--- src/rtl/mem_responder.sv ---
// Memory-side responder for the mem_intf read/write protocol: DEPTH-word store
// with a post-reset init sweep and protocol error reporting. Optional parity: MEM_RESP_PARITY_EN.
module mem_responder #(
  parameter int unsigned ADDR_WIDTH = 5,
  parameter int unsigned DATA_WIDTH = 8,
  parameter logic [DATA_WIDTH-1:0] INIT_VALUE = '0
) (
  input  logic                  clk,
  input  logic                  rst,
  input  logic                  read,
  input  logic                  write,
  input  logic [ADDR_WIDTH-1:0] addr,
  input  logic [DATA_WIDTH-1:0] data_in,
  output logic [DATA_WIDTH-1:0] data_out,
  output logic                  ready,
  output logic                  protocol_err,
  output logic [7:0]            err_count,
  output logic                  parity_err
);

  localparam int unsigned DEPTH = 2 ** ADDR_WIDTH;

  typedef enum logic {
    S_INIT,
    S_READY
  } state_e;

  state_e                  state_q, state_d;
  logic [ADDR_WIDTH-1:0]   init_ptr_q, init_ptr_d;
  logic [DATA_WIDTH-1:0]   data_out_q, data_out_d;
  logic                    ready_q, ready_d;
  logic                    protocol_err_q, protocol_err_d;
  logic [7:0]              err_count_q, err_count_d;

  logic [DATA_WIDTH-1:0]   mem_q [DEPTH];
  logic                    mem_we;
  logic [ADDR_WIDTH-1:0]   mem_waddr;
  logic [DATA_WIDTH-1:0]   mem_wdata;
  logic                    rd_acc;

  // Next-state, array write port and registered outputs
  always_comb begin
    state_d        = state_q;
    init_ptr_d     = init_ptr_q;
    data_out_d     = data_out_q;
    ready_d        = ready_q;
    protocol_err_d = 1'b0;
    err_count_d    = err_count_q;
    mem_we         = 1'b0;
    mem_waddr      = addr;
    mem_wdata      = data_in;
    rd_acc         = 1'b0;
    case (state_q)
      S_INIT: begin
        mem_we     = 1'b1;
        mem_waddr  = init_ptr_q;
        mem_wdata  = INIT_VALUE;
        init_ptr_d = init_ptr_q + ADDR_WIDTH'(1);
        if (init_ptr_q == ADDR_WIDTH'(DEPTH - 1)) begin
          state_d = S_READY;
          ready_d = 1'b1;
        end
      end
      S_READY: begin
        if (read && write) begin
          protocol_err_d = 1'b1;
          if (err_count_q != 8'hFF) err_count_d = err_count_q + 8'd1;
        end else if (write) begin
          mem_we = 1'b1;
        end else if (read) begin
          rd_acc     = 1'b1;
          data_out_d = mem_q[addr];
        end
      end
      default: begin
        state_d = S_INIT;
        ready_d = 1'b0;
      end
    endcase
  end

  always_ff @(posedge clk or posedge rst) begin
    if (rst) begin
      state_q        <= S_INIT;
      init_ptr_q     <= '0;
      data_out_q     <= '0;
      ready_q        <= 1'b0;
      protocol_err_q <= 1'b0;
      err_count_q    <= 8'h00;
    end else begin
      state_q        <= state_d;
      init_ptr_q     <= init_ptr_d;
      data_out_q     <= data_out_d;
      ready_q        <= ready_d;
      protocol_err_q <= protocol_err_d;
      err_count_q    <= err_count_d;
    end
  end

  // Storage is deliberately not reset; the sweep initialises it
  always_ff @(posedge clk) begin
    if (mem_we) mem_q[mem_waddr] <= mem_wdata;
  end

`ifdef MEM_RESP_PARITY_EN
  logic par_q [DEPTH];
  logic parity_err_q, parity_err_d;

  always_ff @(posedge clk) begin
    if (mem_we) par_q[mem_waddr] <= ^mem_wdata;
  end

  always_comb begin
    parity_err_d = rd_acc && ((^mem_q[addr]) != par_q[addr]);
  end

  always_ff @(posedge clk or posedge rst) begin
    if (rst) parity_err_q <= 1'b0;
    else     parity_err_q <= parity_err_d;
  end

  assign parity_err = parity_err_q;
`else
  assign parity_err = 1'b0;
`endif

  assign data_out     = data_out_q;
  assign ready        = ready_q;
  assign protocol_err = protocol_err_q;
  assign err_count    = err_count_q;

endmodule

--- config.mk ---
export PLATFORM = sky130hd
export DESIGN_NAME = mem_responder
export DESIGN_NICKNAME = d
export VERILOG_FILES = /design/src/rtl/mem_responder.sv
export SDC_FILE = /design/constraint.sdc
export NUM_CORES = 1
export LEC_CHECK = 0
export CORE_ASPECT_RATIO = 1.4
export CORE_MARGIN = 2
export CORE_UTILIZATION = 57
export DETAILED_ROUTE_END_ITERATION = 16
export DONT_BUFFER_PORTS = 1
export GPL_TIMING_DRIVEN = 0
export HOLD_SLACK_MARGIN = 0.08
export PLACE_DENSITY = 0.8
export SLEW_MARGIN = 20
export SYNTH_ARGS = -nofsm -noshare
export SYNTH_HDL_FRONTEND = slang
export SYNTH_SLANG_ARGS = --single-unit
export TNS_END_PERCENT = 20
--- constraint.sdc ---
create_clock -name clk -period 2.4 [get_ports clk]
set_clock_uncertainty 0.2 [all_clocks]
set_input_delay 0.48 -clock clk [delete_from_list [all_inputs] [get_ports clk]]
set_output_delay 0.48 -clock clk [all_outputs]
set_load 0.05 [all_outputs]
==> results.py, run 1 <==
metrics = {
    "clock_network": {
        "clkTransAtPathRegs_ns": 0.07,
        "clockRootBuffer": "clkbuf_16",
        "clkLatencyLatePin_ns": 0.52,
        "htreeDepth": 1,
        "cts.sinks": 280,
        "numCtsBuffers": 24,
        "tritoncts": "yes",
        "cts_buffer_depth": 3,
    },
    "synthesis": {
        "ys_top_cells_by_area": "edfxtp_1 68%, mux2i_1 11%, dfrtp_1 5.3%",
        "post_synth.cell_area_avg_sq_um": 17.0,
        "synthFlopType": "edfxtp_1",
        "syn-cell-area_sq_um": 11300,
        "synth_top_area_share_pct": 68.0,
        "syn_nets": 685,
        "synth_top_area_cell": "edfxtp_1",
        "yosys_warnings": 0,
        "synthCells": 665,
        "async_flop_share_pct": 8.57,
        "ys_ff_latch": 280,
        "ys_seq_area_share_pct": 73.3,
        "synthDistinctLibCells": 46,
        "synth_edf_count": 256,
    },
    "run_status": {
        "status": "finished clean",
    },
    "timing": {
        "final.setup.tns_ns": 0,
        "max_freq_mhz": 420,
        "setup_viol": 0,
        "finalHoldViolCount": 0,
        "drv_slew": 0,
        "period_minus_slack_ns": 2.38,
        "worst_slew_pin_slew_ns": 0.960,
        "fin_crit_sh_pct": 99.3,
        "relSlewSlack_pct": 35.9,
        "rsz0062_at_grt": "true",
        "holdWs_ns": 0.256,
    },
    "critical_path": {
        "crit_path_top_delay_cell": "o21ai_0",
        "start_kind": "register",
        "path_class": "reg -> reg",
        "required_ns": 2.40,
        "worst_setup_path_end_kind": "register",
        "crit_chain": "clkbuf_4, buf_2, o21ai_0, nand2_1, nor2_4",
        "arrival_ns": 2.38,
        "slowest_delay_ns": 0.41,
        "worst_r2r_startpoint": "state_q$_DFF_PP0_",
        "r2r_end": "mem_q[31][4]$_DFFE_PP_",
        "startpoint": "state_q$_DFF_PP0_",
        "reg2reg_depth": 5,
        "rrSetupSlack_ns": 0.02,
        "worst-path-max-fanout": 10,
        "crit_end": "mem_q[31][4]$_DFFE_PP_",
    },
    "drt": {
        "drc": 0,
        "num_vias": 6322,
        "drtIter0Drc": 556,
        "routed_wirelength_um": 25500,
        "vias_per_cell": 6.52,
        "postRouteAntennaNets": 0,
        "wire_per_inst_um": 26.3,
        "drtPass1Iterations": 5,
    },
    "global_routing": {
        "gr-total-overflow": 0,
        "grt_use_total_pct": 24.9,
        "grt_max_degree": 33,
        "grt_pass1_wl_um": 38100,
        "antenna_found_initial": 0,
        "grt_pass1_vias": 6412,
    },
    "worst_hold_path": {
        "hp-class": "in -> reg",
    },
    "power": {
        "power.density_nw_per_um2": 786,
        "vdd_drop_max_v": 0.000793,
        "leakagePower_nw": 4.52,
        "finalPower_mw": 10.1,
    },
    "final_layout": {
        "post-route-util_pct": 65.5,
        "final_nets": 723,
        "fin_cells": 970,
        "antennaDiodeCount": 0,
        "area_growth_syn_to_layout_pct": 14.0,
        "drive_gt1_share_pct": 17.8,
    },
    "floorplanning": {
        "start_util_pct": 57.4,
        "ios": 36,
        "fp.dieH_um": 171,
        "row_count": 61,
        "die_w_um": 123,
        "core_sq_um": 19700,
        "dieArea_sq_um": 21000,
    },
    "place": {
        "dp_cells": 917,
        "dp_hpwl_um": 16600,
        "port_buffers": 0,
        "gp_congestion": 0.962,
    },
    "job": {
        "drv_cap": 0,
    },
}
-- cells in the mapped netlist, drive strengths merged (3+ instances only) --
master    n
a21oi    17
xor2      3
nand3     3
mux2      4
and2      9
mux2i   129
and3      3
nor2     36
o21ai     3
clkbuf    9
a22o     16
dfrtp    24
a22oi    32
o41ai     8
edfxtp  256
o22ai     8
buf      27
nor2b     3
ha        3
nand4     4
nand2    26
a221oi   16
xnor2     7
inv       4
-- worst min path at each step --
stage	slack [ns]	cells after the start	startpoint	endpoint
final	0.26	3	addr[3]	data_out[6]$_DFFE_PP0P_
after global routing	0.26	3	addr[3]	data_out[6]$_DFFE_PP0P_
after CTS	0.24	3	addr[3]	data_out[6]$_DFFE_PP0P_
after detailed placement	0.29	1	init_ptr_q[0]$_DFFE_PP0N_	init_ptr_q[0]$_DFFE_PP0N_
after global placement	0.28	1	init_ptr_q[0]$_DFFE_PP0N_	init_ptr_q[0]$_DFFE_PP0N_
after floorplan	0.26	1	init_ptr_q[0]$_DFFE_PP0N_	init_ptr_q[0]$_DFFE_PP0N_
-- cells by family after synthesis --
family                   count (synthesis)  synth area share [%]
flip-flops                             280                  73.3
multiplexers                           133                  11.8
AO/OA/AOI/OAI                          106                  7.42
AND/OR/NAND/NOR                         92                  3.77
buffers and inverters                   40                  2.56
XOR/XNOR                                10                 0.775
adder cells (fa/ha/maj)                  3                 0.332
other                                    1                0.0332
-- timing repair --
item / CTS / global route
resized for setup: 72 / 7
setup endpoints to repair: 288 / 255
hold endpoints to repair: 25 / 0
hold buffers: 3 / 0
setup buffers: 7 / 1
pin swaps: 16 / 2
-- cells in the final DEF (no fill, tap or decap), drive strengths merged, types with 3 or more instances in the layout --
cell / count
a21oi: 17
a221oi: 16
a22o: 16
a22oi: 32
and2: 9
and3: 3
buf: 35
clkbuf: 44
clkinv: 5
dfrtp: 24
dlygate4sd3: 3
edfxtp: 256
ha: 3
inv: 4
mux2: 4
mux2i: 129
nand2: 26
nand3: 3
nand4: 4
nor2: 36
nor2b: 3
o21ai: 3
o22ai: 8
o41ai: 8
xnor2: 7
xor2: 3
-- worst max-delay path, delay by kind of cell, from the launching register on --
kind            cells  cell delay, ns
compound gates      1            0.41
buf+inv             2            0.39
flops               1            0.36
simple gates        2            0.69
-- sequential cells by signal, summed over array words and instances (netlist names) --
register / flops
protocol_err: 1
data_out: 8
mem_q: 256
state_q: 1
init_ptr_q: 5
ready: 1
err_count: 8
-- per-stage QoR --
stage          setup slack [ns]  instance area [sq um]
4_1_cts                 -0.0219                  12800
6_report                 0.0176                  12900
5_1_grt                 -0.0463                  12900
3_3_place_gp             -0.478                  11600
3_5_place_dp             -0.549                  11600
2_1_floorplan            0.0251                  11300
-- metal layers --
metal | wire, um | part of all wire [%] | GRT usage, % | up-vias
met5 | 0 | 0 | 0 | -
met4 | 959 | 3.8 | 10.6 | 0
met3 | 2290 | 9.0 | 4.53 | 76
met2 | 13400 | 52 | 43.5 | 372
met1 | 8910 | 35 | 30.1 | 3176
li1 | - | - | - | 2698
-- report_power, final --
part / leakage [nW] / internal (mW) / total [mW] / switching [mW]
Sequential: 2.60 / 5.38 / 5.66 / 0.284
Combinational: 1.52 / 0.226 / 0.629 / 0.403
Clock: 0.387 / 2.24 / 3.84 / 1.60
Total: 4.52 / 7.84 / 10.1 / 2.29
-- cell type report --
class | instances | area [sq um]
flip-flops and latches | 280 | 8290
fillers | 1309 | 6800
multi-input cells | 345 | 3020
clock buffers | 34 | 701
well taps | 252 | 315
plain buffers | 36 | 278
repair buffers | 12 | 193
clock inverters | 7 | 83.8
inverters | 4 | 15.0
Note: power is estimated with default switching activity, not from simulation.
==> run 2: changes to the inputs <==
--- a/config.mk
+++ b/config.mk
@@ -5,6 +5,7 @@
 export SDC_FILE = /design/constraint.sdc
 export NUM_CORES = 1
 export LEC_CHECK = 0
+export ABC_AREA = 1
 export CORE_ASPECT_RATIO = 1.4
 export CORE_MARGIN = 2
 export CORE_UTILIZATION = 57
==> constraint.sdc (replaced) <==
create_clock -name clk -period 2.1 [get_ports clk]
set_clock_uncertainty 0.2 [all_clocks]
set_input_delay 0.42 -clock clk [delete_from_list [all_inputs] [get_ports clk]]
set_output_delay 0.42 -clock clk [all_outputs]
set_load 0.05 [all_outputs]
==> results.py, run 2 <==
metrics = {
    "final_layout": {
        "finalInstanceArea_sq_um": 13400,
        "fill_cells": 1316,
        "mostFrequentLayoutCells": "363 x nand2_1, 256 x edfxtp_1, 221 x nand3_1",
        "final_common_cell": "nand2_1",
        "final_nets": 1102,
        "post-route-util_pct": 67.5,
        "largest_reg_flops": 256,
        "regMostFlops": "mem_q",
        "fin_cells": 1351,
        "area_growth_syn_to_layout_pct": 16.1,
        "drive_gt1_share_pct": 15.8,
    },
    "floorplanning": {
        "fp.dieH_um": 173,
        "ios": 36,
        "row_count": 61,
        "start_util_pct": 58.1,
        "dieArea_sq_um": 21500,
        "die_w_um": 124,
        "core_sq_um": 19900,
    },
    "drt": {
        "drtIter0Drc": 1169,
        "drtPass1Iterations": 9,
        "routed_wirelength_um": 32300,
        "postRouteAntennaNets": 0,
        "num_vias": 8404,
        "wire_per_inst_um": 23.9,
        "drc": 0,
        "vias_per_cell": 6.22,
    },
    "timing": {
        "finalHoldViolCount": 0,
        "fin_crit_sh_pct": 104,
        "relSlewSlack_pct": 38.6,
        "max_freq_mhz": 457,
        "rsz0062_at_grt": "true",
        "worst_slew_pin_slew_ns": 0.920,
        "setup_ws_ns": -0.0885,
        "period_minus_slack_ns": 2.19,
        "final.setup.tns_ns": -6.54,
        "drv_slew": 0,
        "holdWs_ns": 0.0710,
        "setup_viol": 169,
    },
    "synthesis": {
        "synth_top_area_cell": "edfxtp_1",
        "ys_seq_area_share_pct": 71.6,
        "async_flop_share_pct": 8.57,
        "synthCells": 1029,
        "ys_ff_latch": 280,
        "syn_nets": 1049,
        "synth_edf_count": 256,
        "syn-cell-area_sq_um": 11600,
        "synth_common_cells": "372 x nand2_1, 256 x edfxtp_1, 225 x nand3_1",
        "synthFlopType": "edfxtp_1",
        "synthDistinctLibCells": 22,
        "yosys_warnings": 0,
        "yosysMostFrequentCell": "nand2_1",
        "post_synth.cell_area_avg_sq_um": 11.2,
        "synth_top_area_share_pct": 66.4,
        "ys_top_cells_by_area": "edfxtp_1 66%, nand2_1 12%, nand3_1 9.7%",
    },
    "clock_network": {
        "clkLatencyLatePin_ns": 0.52,
        "cts.sinks": 280,
        "htreeDepth": 1,
        "clkTransAtPathRegs_ns": 0.06,
        "cts_buffer_depth": 3,
        "numCtsBuffers": 23,
        "tritoncts": "yes",
        "clockRootBuffer": "clkbuf_16",
    },
    "global_routing": {
        "antenna_found_initial": 1,
        "grt_pass1_wl_um": 47900,
        "grt_max_degree": 33,
        "gr-total-overflow": 0,
        "grt_pass1_vias": 8222,
        "grt_use_total_pct": 29.7,
    },
    "place": {
        "placed_cell_area_sq_um": 11900,
        "port_buffers": 0,
        "gp_congestion": 0.964,
        "dp_hpwl_um": 19500,
        "dp_cells": 1281,
    },
    "job": {
        "drv_cap": 0,
    },
    "critical_path": {
        "arrival_ns": 2.09,
        "path_class": "reg -> reg",
        "required_ns": 2.00,
        "start_kind": "register",
        "worst-path-max-fanout": 16,
        "worst_setup_path_end_kind": "register",
    },
    "power": {
        "power.density_nw_per_um2": 863,
        "leakagePower_nw": 4.94,
        "vdd_drop_max_v": 0.000854,
    },
    "run_status": {
        "violations": "setup timing",
        "status": "complete, but fails checks",
    },
    "worst_hold_path": {
        "hp-class": "in -> reg",
    },
}
==> run 2: cell count changes after synthesis, moves of 17 or more <==
cell | previous run | this run
nand2_1 | 26 | 372
nand3_1 | 3 | 225
mux2i_1 | 129 | 0
a22oi_1 | 32 | 0
inv_1 | 3 | 23
buf_2 | 6 | 23
==> run 2: what timing repair did <==
item | in CTS | in global routing
setup endpoints to repair | 515 | 500
cloned | 5 | 0
hold buffers | 4 | 0
gates resized for setup | 111 | 15
hold endpoints to repair | 30 | 0
pin swaps | 25 | 4
buffers inserted | 17 | 2
==> run 2: critical path, stage by stage, from the launching register on <==
cell and delay (ns):
dfrtp_1 0.40, buf_6 0.16, clkbuf_1 0.22, nand2_1 0.31, clkinvlp_4 0.47
==> run 2: final timing paths <==
kind / start / end / slack, ns / depth (start not counted)
hold / removal: write / err_count[0]$_DFFE_PP0P_ / 0.07 / 4
setup / recovery: state_q$_DFF_PP0_ / mem_q[27][6]$_DFFE_PP_ / -0.09 / 4
setup reg to reg: state_q$_DFF_PP0_ / mem_q[27][6]$_DFFE_PP_ / -0.09 / 4
min in group asynchronous: rst / data_out[5]$_DFFE_PP0P_ / 0.36 / 2
hold reg to reg: init_ptr_q[0]$_DFFE_PP0N_ / init_ptr_q[0]$_DFFE_PP0N_ / 0.35 / 2
max in group asynchronous: rst / err_count[1]$_DFFE_PP0P_ / 0.72 / 2
==> run 2: kinds of logic after synthesis <==
kind of cell / share of synthesized area (%)
flip-flops: 71.6
other: 0.0324
XOR/XNOR: 0.681
AO/OA/AOI/OAI: 0.400
AND/OR/NAND/NOR: 23.5
buffers and inverters: 3.49
adder cells (fa/ha/maj): 0.324
==> run 2: stage by stage <==
step / total power, mW / setup WS [ns]
global placement: 7.32 / -0.671
floorplan: 7.05 / -0.0424
global route: 11.9 / -0.0953
detailed placement: 7.34 / -0.700
finish: 11.6 / -0.0885
CTS: 11.5 / -0.0119
==> run 2: layout make-up <==
class	count	area (sq um)	share of cell area (%)
clock inverters	12	115	0.856
well taps	252	315	2.35
multi-input cells	667	3270	24.3
repair buffers	23	358	2.66
plain buffers	55	309	2.30
clock buffers	29	618	4.60
flip-flops and latches	280	8290	61.7
inverters	27	128	0.950
repair inverters	5	37.5	0.279
diodes	1	2.50	0.0186
==> run 2: where the power goes <==
group          total, mW  switching (mW)  internal [mW]  leakage (nW)
sequential          6.45           0.303           6.15          2.61
clock               4.23            1.90           2.33         0.356
combinational      0.915           0.670          0.246          1.98
total               11.6            2.87           8.73          4.94
==> run 2: layer usage <==
layer	global-route usage, %	vias to the layer above	wire length (um)	part of all wire, %
met5	0	-	0	0
met2	49.5	619	15800	49
li1	-	3656	-	-
met4	19.1	0	2470	7.6
met1	36.3	3972	10600	33
met3	4.61	157	3460	11
==> run 3: changes to the inputs <==
--- a/config.mk
+++ b/config.mk
@@ -8,12 +8,12 @@
 export ABC_AREA = 1
 export CORE_ASPECT_RATIO = 1.4
 export CORE_MARGIN = 2
-export CORE_UTILIZATION = 57
+export CORE_UTILIZATION = 60
 export DETAILED_ROUTE_END_ITERATION = 16
 export DONT_BUFFER_PORTS = 1
 export GPL_TIMING_DRIVEN = 0
 export HOLD_SLACK_MARGIN = 0.08
-export PLACE_DENSITY = 0.8
+export PLACE_DENSITY = 0.81
 export SLEW_MARGIN = 20
 export SYNTH_ARGS = -nofsm -noshare
 export SYNTH_HDL_FRONTEND = slang
==> constraint.sdc (replaced) <==
create_clock -name clk -period 2.75 [get_ports clk]
set_clock_uncertainty 0.2 [all_clocks]
set_input_delay 0.55 -clock clk [delete_from_list [all_inputs] [get_ports clk]]
set_output_delay 0.55 -clock clk [all_outputs]
set_load 0.05 [all_outputs]
==> results.py, run 3 (synthesized netlist as in run 2, its figures left out) <==
metrics = {
    "worst_hold_path": {
        "whs_path_depth": 3,
        "hp-start": "write",
        "worst_hold_path.endpoint": "data_out[6]$_DFFE_PP0P_",
        "hp-class": "in -> reg",
    },
    "clock_network": {
        "numCtsBuffers": 23,
        "clkTransAtPathRegs_ns": 0.07,
        "cts_setup_buffers": 0,
        "tritoncts": "yes",
        "clockRootBuffer": "clkbuf_16",
        "cts.sinks": 280,
        "htreeDepth": 1,
        "cts_buffer_depth": 3,
        "clkLatencyLatePin_ns": 0.51,
    },
    "final_layout": {
        "final_common_cell": "nand2_1",
        "mostFrequentLayoutCells": "372 x nand2_1, 256 x edfxtp_1, 225 x nand3_1",
        "final_nets": 1077,
        "area_growth_syn_to_layout_pct": 10.2,
        "antennaDiodeCount": 0,
        "fill_cells": 1362,
        "drive_gt1_share_pct": 9.79,
        "regMostFlops": "mem_q",
        "largest_reg_flops": 256,
    },
    "drt": {
        "wire_per_inst_um": 22.5,
        "drtPass1Iterations": 5,
        "drtIter0Drc": 1219,
        "routed_wirelength_um": 29700,
        "num_vias": 7954,
        "drc": 0,
        "vias_per_cell": 6.02,
        "postRouteAntennaNets": 0,
    },
    "global_routing": {
        "grt_max_degree": 33,
        "grt_pass1_vias": 7746,
        "grt_pass1_wl_um": 44600,
        "grt_use_total_pct": 29.9,
        "antenna_found_initial": 1,
        "gr-total-overflow": 0,
    },
    "critical_path": {
        "worst_r2r_startpoint": "state_q$_DFF_PP0_",
        "reg2reg_depth": 5,
        "r2r_end": "mem_q[9][4]$_DFFE_PP_",
        "worst_setup_path_end_kind": "register",
        "required_ns": 2.68,
        "path_class": "reg -> reg",
        "worst-path-max-fanout": 10,
        "rrSetupSlack_ns": -0.13,
        "arrival_ns": 2.81,
        "start_kind": "register",
    },
    "place": {
        "dp_hpwl_um": 19400,
        "gp_congestion": 1.02,
        "dp_slack_ns": -0.188,
        "port_buffers": 0,
    },
    "floorplanning": {
        "dieArea_sq_um": 20400,
        "row_count": 60,
        "core_sq_um": 19100,
        "ios": 36,
        "fp.dieH_um": 168,
        "start_util_pct": 60.7,
        "die_w_um": 121,
    },
    "timing": {
        "period_minus_slack_ns": 2.88,
        "max_freq_mhz": 347,
        "finalHoldViolCount": 0,
        "relSlewSlack_pct": 28.3,
        "setup_viol": 85,
        "final.setup.tns_ns": -6.77,
        "drv_slew": 0,
        "setup_ws_ns": -0.133,
        "fin_crit_sh_pct": 105,
        "worst_slew_pin_slew_ns": 1.07,
        "rsz0062_at_grt": "true",
    },
    "power": {
        "vdd_drop_max_v": 0.000689,
        "leakagePower_nw": 4.78,
        "power.density_nw_per_um2": 703,
    },
    "run_status": {
        "status": "complete, but fails checks",
        "violations": "setup timing",
    },
    "job": {
        "drv_cap": 0,
    },
}
==> run 3: cell types whose count changed in the layout (fill, tap and decap cells not counted), moves of 4 or more <==
cell        previous run  this run
buf_4                 23        18
nor2_4                34         0
o21ai_0                1         5
nand2_2                6         0
nor2_1                 8        31
nand2_1              363       372
nor2_2                 4        15
clkinvlp_4            13         8
nand3_4                4         0
buf_12                14         0
inv_1                 10        17
nand3_1              221       225
==> run 3: layout make-up <==
type / instances / area (sq um) / area share [%]
sequential: 280 / 8290 / 65.0
multi-input combinational: 667 / 2920 / 22.9
clock buffer: 25 / 593 / 4.65
tap: 248 / 310 / 2.43
buffer: 55 / 303 / 2.38
clock inverter: 16 / 198 / 1.55
inverter: 27 / 109 / 0.854
timing repair buffer: 3 / 30.0 / 0.236
==> run 3: what timing repair did <==
action / 4_1_cts / 5_1_grt
hold buffers: 3 / 0
gates resized for setup: 1 / 16
hold endpoints to repair: 25 / 0
setup endpoints to repair: 58 / 227
==> run 3: worst max path at each step <==
stage,start,to,slack (ns),depth (start not counted)
floorplan,addr[3],mem_q[26][0]$_DFFE_PP_,0.48,7
global placement,addr[0],mem_q[16][4]$_DFFE_PP_,-0.16,5
detailed placement,addr[0],mem_q[8][7]$_DFFE_PP_,-0.19,5
CTS,state_q$_DFF_PP0_,mem_q[8][4]$_DFFE_PP_,-0.11,5
global route,state_q$_DFF_PP0_,mem_q[9][1]$_DFFE_PP_,-0.17,5
finish,state_q$_DFF_PP0_,mem_q[9][4]$_DFFE_PP_,-0.13,5
==> run 3: metal layers <==
layer / vias up / GRT usage, % / part of all wire [%]
li1: 3588 / - / -
met1: 3717 / 37.0 / 34
met2: 535 / 51.7 / 51
met3: 114 / 3.96 / 9.1
met4: 0 / 14.6 / 5.9
met5: - / 0 / 0
==> run 3: metrics by stage <==
step / power [mW] / hold WS (ns) / cell area, sq um / cells / utilization (%)
floorplan: 5.38 / 0.272 / 11600 / 1029 / -
global placement: 5.58 / 0.321 / 11900 / 1277 / 62.3
detailed placement: 5.60 / 0.341 / 11900 / 1277 / 62.3
CTS: 8.94 / 0.176 / 12700 / 1321 / 66.6
global route: 9.18 / 0.219 / 12700 / 1321 / 66.9
finish: 8.96 / 0.190 / 12700 / 1321 / 66.9
==> run 3: report_power, final <==
| group | internal, mW | switching, mW |
|---|---|---|
| Clock | 1.95 | 1.47 |
| Combinational | 0.164 | 0.449 |
| Sequential | 4.69 | 0.234 |
| Total | 6.81 | 2.16 |
==> run 3: worst max-delay path, cell delays in order, from the launching register on <==
cell	delay (ns)
dfrtp_1	0.44
buf_2	0.26
nor2_1	0.08
a21oi_1	0.25
nand3_1	0.43
nor2_1	0.83
